<file path="config.mk">
export PLATFORM = sky130hd
export DESIGN_NAME = hazard_ctrl
export DESIGN_NICKNAME = d
export VERILOG_FILES = /design/src/rtl/hazard_ctrl.sv
export SDC_FILE = /design/constraint.sdc
export NUM_CORES = 1
export LEC_CHECK = 0
export CORE_MARGIN = 2
export CORE_UTILIZATION = 40
export DETAILED_ROUTE_END_ITERATION = 10
export DONT_BUFFER_PORTS = 1
export GPL_TIMING_DRIVEN = 0
export HOLD_SLACK_MARGIN = 0.08
export PLACE_DENSITY_LB_ADDON = 0.12
export REMOVE_ABC_BUFFERS = 1
export SYNTH_ARGS = -nofsm -noshare
export SYNTH_HDL_FRONTEND = slang
export SYNTH_SLANG_ARGS = --single-unit
</file>
<file path="constraint.sdc">
create_clock -name CLK -period 2.4 [get_ports CLK]
set_input_delay 0.36 -clock CLK [delete_from_list [all_inputs] [get_ports CLK]]
set_output_delay 0.36 -clock CLK [all_outputs]
set_load 0.1 [all_outputs]
</file>
<file path="src/rtl/hazard_ctrl.sv">
// ============================================================================
// Module  : hazard_ctrl
// Brief   : Load-use stall / branch flush control plus registered forwarding.
// Revision: 1.0
// ============================================================================
`default_nettype none

module hazard_ctrl #(
    parameter int CNT_W = 16
) (
    input  logic             CLK,
    input  logic             RST,
    input  logic [4:0]       Rs_id,
    input  logic [4:0]       Rt_id,
    input  logic             uses_rt_id,
    input  logic             memread_ex,
    input  logic             regwrite_ex,
    input  logic [4:0]       WriteReg_ex,
    input  logic             regwrite_mem,
    input  logic [4:0]       WriteReg_mem,
    input  logic             branch_taken,
    output logic             PC_write,
    output logic             IFID_write,
    output logic             IFID_flush,
    output logic             IDEX_bubble,
    output logic [1:0]       ForwardA,
    output logic [1:0]       ForwardB,
    output logic [CNT_W-1:0] stall_count,
    output logic [CNT_W-1:0] flush_count
);

    typedef enum logic {
        RUN     = 1'b0,
        STALLED = 1'b1
    } state_t;

    localparam logic [CNT_W-1:0] C_ONE = CNT_W'(1);

    state_t           state_q, state_d;
    logic [1:0]       fwd_a_q, fwd_a_d;
    logic [1:0]       fwd_b_q, fwd_b_d;
    logic [CNT_W-1:0] stall_cnt_q, stall_cnt_d;
    logic [CNT_W-1:0] flush_cnt_q, flush_cnt_d;

    logic w_hazard;
    logic w_stall_evt;
    logic w_flush_evt;

    function automatic logic [1:0] fwd_sel(input logic [4:0] src);
        if (regwrite_ex && (WriteReg_ex != 5'd0) && (WriteReg_ex == src))
            return 2'b10;
        else if (regwrite_mem && (WriteReg_mem != 5'd0) && (WriteReg_mem == src))
            return 2'b01;
        else
            return 2'b00;
    endfunction

    always_comb begin
        w_hazard = memread_ex && (WriteReg_ex != 5'd0) &&
                   ((WriteReg_ex == Rs_id) || (uses_rt_id && (WriteReg_ex == Rt_id)));

        PC_write    = 1'b1;
        IFID_write  = 1'b1;
        IFID_flush  = 1'b0;
        IDEX_bubble = 1'b0;
        state_d     = RUN;
        w_stall_evt = 1'b0;
        w_flush_evt = 1'b0;

        // Reset holds the pipeline frozen with a bubble; branch outranks any stall.
        if (!RST) begin
            PC_write    = 1'b0;
            IFID_write  = 1'b0;
            IDEX_bubble = 1'b1;
        end else if (branch_taken) begin
            IFID_flush  = 1'b1;
            IDEX_bubble = 1'b1;
            w_flush_evt = 1'b1;
        end else if ((state_q == RUN) && w_hazard) begin
            PC_write    = 1'b0;
            IFID_write  = 1'b0;
            IDEX_bubble = 1'b1;
            state_d     = STALLED;
            w_stall_evt = 1'b1;
        end

        fwd_a_d = IDEX_bubble ? 2'b00 : fwd_sel(Rs_id);
        fwd_b_d = IDEX_bubble ? 2'b00 : fwd_sel(Rt_id);

        stall_cnt_d = stall_cnt_q;
        if (w_stall_evt && (stall_cnt_q != {CNT_W{1'b1}}))
            stall_cnt_d = stall_cnt_q + C_ONE;

        flush_cnt_d = flush_cnt_q;
        if (w_flush_evt && (flush_cnt_q != {CNT_W{1'b1}}))
            flush_cnt_d = flush_cnt_q + C_ONE;
    end

    always_ff @(posedge CLK or negedge RST) begin
        if (!RST) begin
            state_q     <= RUN;
            fwd_a_q     <= 2'b00;
            fwd_b_q     <= 2'b00;
            stall_cnt_q <= '0;
            flush_cnt_q <= '0;
        end else begin
            state_q     <= state_d;
            fwd_a_q     <= fwd_a_d;
            fwd_b_q     <= fwd_b_d;
            stall_cnt_q <= stall_cnt_d;
            flush_cnt_q <= flush_cnt_d;
        end
    end

    assign ForwardA    = fwd_a_q;
    assign ForwardB    = fwd_b_q;
    assign stall_count = stall_cnt_q;
    assign flush_count = flush_cnt_q;

endmodule

`default_nettype wire

</file>
==> Word level (Yosys, flattened, before mapping) <==
Cells that the tools add are included.
{ "word_totals": {"regBits": 37, "in_bits": 27, "output_inout_bits": 40, "elab_cells": 45} }
{ "classes": {"add_sub_neg": 2, "n_eq_ne": 6, "n_mux": 16, "bitwise_logic": 1, "reduce_logical": 15} }
{ "ops": {"columns": ["operator", "n"], "rows": [
  ["$add 16x1->16 const B", 2],
  ["$ne 16x16->1 const B", 2],
  ["$eq 5x5->1", 4],
  ["$logic_and 1x1->1", 12],
  ["$mux 1", 12],
  ["$reduce_bool 5->1", 2],
  ["$mux 2", 4],
  ["$logic_or 1x1->1", 1],
  ["$not 1->1", 1]
]} }

==> Logic depth before layout (Yosys ltp) <==
{ "logic_depth": {"word_depth": 9, "mapped_depth": 8, "mapped_depth_nobuf": 7} }

==> Least setup slack after synthesis <==
No wires, ideal clock.
{ "synth_timing": {"kind": "input -> output", "startpoint": "input WriteReg_ex[0]", "endpoint": "output PC_write", "arrival_ns": 2.209, "setup_slack_ns": -0.169, "path_stages": 6, "n_path_buf": 1, "cell_sequence": "nor3_1 > nand2_1 > and2_1 > o21ai_0 > o21a_1 > buf_4"} }
{ "synth_between": {"elab_chain_len": 8} }
{ "synth_rtl": {"columns": ["item", "line", "source"], "rows": [
  ["start: declaration", "18", "input logic [4:0] WriteReg_ex,"],
  ["$eq 5x5->1", "60", "((WriteReg_ex == Rs_id) || (uses_rt_id && (WriteReg_ex == Rt_id)));"],
  ["$logic_and 1x1->1", "60", null],
  ["$logic_or 1x1->1", "60", null],
  ["$logic_and 1x1->1 (*)", "59", "w_hazard = memread_ex && (WriteReg_ex != 5'd0) &&"],
  ["$logic_and 1x1->1 (*)", "79", "end else if ((state_q == RUN) && w_hazard) begin"],
  ["$mux 1 (*) (3 in series)", null, null],
  ["end: declaration", "22", "output logic PC_write,"]
]} }
Every way passes the cells marked *; elsewhere a longest branch is shown, timed or not.

==> Worst setup path in the final report <==
{ "layout_timing": {"startpoint": "register flush_cnt_q[1], in the netlist flush_count[1]", "endpoint": "register flush_cnt_q[14], in the netlist flush_count[14]"} }
{ "layout_between": {"elab_chain_len": 2} }
{ "layout_rtl": {"columns": ["item", "line", "source"], "rows": [
  ["start: declaration", "43", "logic [CNT_W-1:0] flush_cnt_q, flush_cnt_d;"],
  ["start signal: assignment", "111", "flush_cnt_q <= flush_cnt_d;"],
  ["parallel branches: the longest is 2 deep, another holds $add 16x1->16", null, null]
]} }
Parallel ways; which one is timed is not known.
A chain may end at the register's enable or synchronous reset.

==> reports/results.env <==
ROUTE.MET3.WL_UM=323
LAYOUT_COMMONEST_CELL='sky130_fd_sc_hd__xnor2_1'
CRITICAL_PATH.MAX_STAGE_DELAY_NS=0.64
WORST_SETUP_HOLD_PATH_CLK_SLEW_NS=0.08
IRDROPWORSTVDD_uV=496
FINAL_PERIOD_MINUS_WORST_SETUP_SLACK_NS=2.29
POST_ROUTE_CELLS_DRIVE_ABOVE_1_SHARE_PCT=18.3
TIGHTEST_SLEW_NS=1.09
MIN_FROM='regwrite_mem'
POST-PLACE-WS_NS=-0.398
DRTITER0DRC=45
CORE_UM2=4750
ANT_NETS=0
ANTENNA_FOUND_INITIAL=0
CTS_INSERTED_BUFFERS=5
N_ANTENNA_CELL=0
VIAS=1483
CTS_SINKS=37
GRT_START_MAX_NET_PINS=38
PORT_BUFFERS=0
SYNTH_WARNINGS=0
ROUTE.FINAL.WIRE_LENGTH_UM=4290
P_LEAK_nW=0.908
GLOBAL_PLACEMENT_ROUTABILITY_CONGESTION=0.860
CTSLONGESTPATHBUFFERS=2
CRIT_SLOWEST_CELL='sky130_fd_sc_hd__dfrtp_4'
GRT_PASS1_WL_UM=6910
SHARE_OF_THE_SYNTHESIZED_AREA_IN_COMPOUND_GATES_AO_OA_AOI_OAI_PCT=3.59
TIMING.SETUP.TNS_NS=0
SETUP-VIOLATIONS-FINAL=0
REG2REG_SLACK_NS=0.11
LAYOUT.CELLS.MOST_COMMON_LIST='sky130_fd_sc_hd__xnor2_1, sky130_fd_sc_hd__nor2_1, sky130_fd_sc_hd__xor2_1'
NETS=236
MIN_DELAY_WORST_ENDPOINT='ForwardA[0]'
POWER_PER_CELL_AREA_nW_PER_UM2=826
CRIT_PATH_CELL_TRACE='ha_1 -> nand2_1 -> nor2_1 -> nand3_1 -> o21a_2 -> nor3b_1 -> xor2_1'
HOLD_PATH.CLASS='in2reg'
GRT_USAGE_PCT=16.2
PLACEMENT_ROWS=25
PATH_CLASS='reg2reg'
ROUTED_METAL_1_WIRE_LENGTH_UM=1800
DRTPASS1ITERATIONS=4
SYNTH_SEQ_AREA_SHARE_PCT=46.7
OUTCOME='finished, final reports clean'
DRC=0
MAIN_COMBINATIONAL_CELL_FAMILY_BY_AREA_AFTER_SYNTHESIS='simple AND/OR/NAND/NOR gates'
CRITICAL_PATH_ARRIVAL_NS=2.41
FINAL-MAX-SLEW-VIOLATION-COUNT=0
CRIT_PATH_START='flush_count[1]'
CTS_POST_SETUP_BUFFERS_INSERTED=0
DIE_W_UM=74.4
FINALNONFILLERCELLS=275
FMAX_MHz=438
WORST_R2R_ENDPOINT='flush_count[14]'
DP_HPWL_UM=3170
CLOCK_SKEW_NS=0.00839
CP.REQUIRED_NS=2.53
SYNTH_MUX_AREA_SHARE_PCT=1.13
NUM_IO_PINS=67
ROUTED_WIRE_LENGTH_PER_INSTANCE_UM=15.6
TOP_LAYER_USED='met4'
WORST_PATH_MAX_FANOUT=12
SYN2LAYOUT_AREA_GROWTH_PCT=11.4
CLKLATENCYLATEPIN_NS=0.29
SYN-MEAN-INSTANCE-AREA_UM2=9.87
CTS_TREE='built'
CTS-ROOT-BUF='sky130_fd_sc_hd__clkbuf_8'
YS_FF_LATCH=37
GLOBAL_ROUTE.OVERFLOW_TOTAL=0
FP.DIEH_UM=74.4
TIMING.MAX_SLEW.REL_SLACK_PCT=27.6
AVGVIACOUNTPERCELL=5.39
HTREE_LEVELS=2
PLACEDCELLCOUNT=265
SYNTHXORXNORAREAFRAC_PCT=21.6
WHS_PATH_DEPTH=2
POSTLAYOUTCOREUTIL_PCT=46.5
SYNTH_SIMPLE_GATE_AREA_SHARE_PCT=24.3
HOLD_VIOLATIONS=0
FILLERINSTANCES=477
FF2FF_PATH_DEPTH=7
FIRST_GLOBAL_VIAS=1508
TIMING.FINAL.CRIT_SHARE_PCT=95.2
WL_MET2_UM=2090
STARTING_UTILIZATION_OF_THE_CORE_AREA_PCT=41.7
YOSYSUNIQUECELLTYPES=31
CP-START-KIND='register'
SETUP_SLACK_NS=0.115
WORST_R2R_STARTPOINT='flush_count[1]'
MULTI_INPUT_COMB_AREA_UM2=1040
SYNTHESIS.INSTANCES=201
MAX_CAP_VIOL_COUNT=0
DIE-AREA_UM2=5540
WORST_SETUP_PATH_END_KIND='register'
FINALPOWER_mW=1.83
SYNTH-ADDER-AREA-SHARE_PCT=1.26
REGISTER_AREA_UM2=961
MAPPEDNETLISTAREA_UM2=1980
worst max path at each step:
stage | to | slack [ns] | cells past startpoint
2_1_floorplan | IFID_write | -0.37 | 5
3_3_place_gp | PC_write | -0.58 | 5
3_5_place_dp | flush_count[14] | -0.40 | 7
4_1_cts | stall_count[1] | 0.01 | 5
5_1_grt | flush_count[14] | -0.01 | 7
6_report | flush_count[14] | 0.11 | 7
synthesized netlist by cell type:
library cell	count	area, um^2
sky130_fd_sc_hd__a21bo_2	1	10.0
sky130_fd_sc_hd__a31oi_1	2	12.5
sky130_fd_sc_hd__and2_1	3	18.8
sky130_fd_sc_hd__and3_1	3	18.8
sky130_fd_sc_hd__buf_2	1	5.00
sky130_fd_sc_hd__buf_4	1	7.51
sky130_fd_sc_hd__clkbuf_1	1	3.75
sky130_fd_sc_hd__dfrtp_1	37	926
sky130_fd_sc_hd__ha_1	2	25.0
sky130_fd_sc_hd__inv_1	3	11.3
sky130_fd_sc_hd__mux2_2	2	22.5
sky130_fd_sc_hd__nand2_1	17	63.8
sky130_fd_sc_hd__nand2b_1	2	12.5
sky130_fd_sc_hd__nand3_1	16	80.1
sky130_fd_sc_hd__nand4_1	13	81.3
sky130_fd_sc_hd__nor2_1	23	86.3
sky130_fd_sc_hd__nor2_2	1	6.26
sky130_fd_sc_hd__nor2b_1	2	12.5
sky130_fd_sc_hd__nor3_1	8	40.0
sky130_fd_sc_hd__nor3_4	1	16.3
sky130_fd_sc_hd__nor3b_1	1	7.51
sky130_fd_sc_hd__nor4_1	4	25.0
sky130_fd_sc_hd__o2111ai_1	1	8.76
sky130_fd_sc_hd__o211ai_1	1	7.51
sky130_fd_sc_hd__o211ai_2	1	12.5
sky130_fd_sc_hd__o21a_1	2	15.0
sky130_fd_sc_hd__o21ai_0	1	5.00
sky130_fd_sc_hd__or2_2	1	6.26
sky130_fd_sc_hd__or4_1	1	7.51
sky130_fd_sc_hd__xnor2_1	27	236
sky130_fd_sc_hd__xor2_1	22	193
metal layers:
metal / GRT usage [%] / vias up
li1: - / 697
met5: 0 / -
met3: 5.96 / 9
met2: 26.1 / 53
met1: 20.0 / 724
met4: 5.95 / 0
registers in the layout, indices dropped and copies added, names as in the netlist:
signal,flops
flush_count,16
stall_count,16
ForwardB,2
ForwardA,2
state_q,1
per-stage QoR:
stage                     area (um^2)  hold WS, ns
after global routing             2210        0.230
after CTS                        2200        0.228
after floorplan                  1970       0.0644
after detailed placement         2050       0.0653
final                            2210        0.238
after global placement           2050       0.0653
logic make-up after synthesis:
kind of cell / Yosys count
AND/OR/NAND/NOR: 96
XOR/XNOR: 49
flip-flops: 37
AO/OA/AOI/OAI: 9
buffers and inverters: 6
multiplexers: 2
adder cells (fa/ha/maj): 2
what timing repair did:
action | 4_1_cts | 5_1_grt
hold buffers | 2 | 0
endpoints found under the hold margin | 37 | 0
gates resized for setup | 19 | 8
setup endpoints to repair | 29 | 16
gates cloned | 0 | 0
final cells by class:
type / instances / area share [%]
Clock buffer: 6 / 3.28
Multi-Input combinational cell: 158 / 47.1
Clock inverter: 2 / 0.453
Tap cell: 67 / 3.79
Sequential cell: 37 / 43.5
Inverter: 3 / 0.509
Timing Repair Buffer: 2 / 1.36
report_power, final:
group	total [mW]	switching (mW)	internal, mW
logic	0.211	0.118	0.0929
registers	1.21	0.509	0.696
clock network	0.411	0.210	0.201
total	1.83	0.837	0.990
critical path, delay by kind of cell, from the launching register on:
kind / cells / cell delay, ns
flip-flops: 1 / 0.64
AO/OA/AOI/OAI: 1 / 0.37
adder cells (fa/ha/maj): 1 / 0.29
AND/OR/NAND/NOR: 4 / 0.67
XOR/XNOR: 1 / 0.15
No activity file was read; power rests on OpenSTA's default activity.
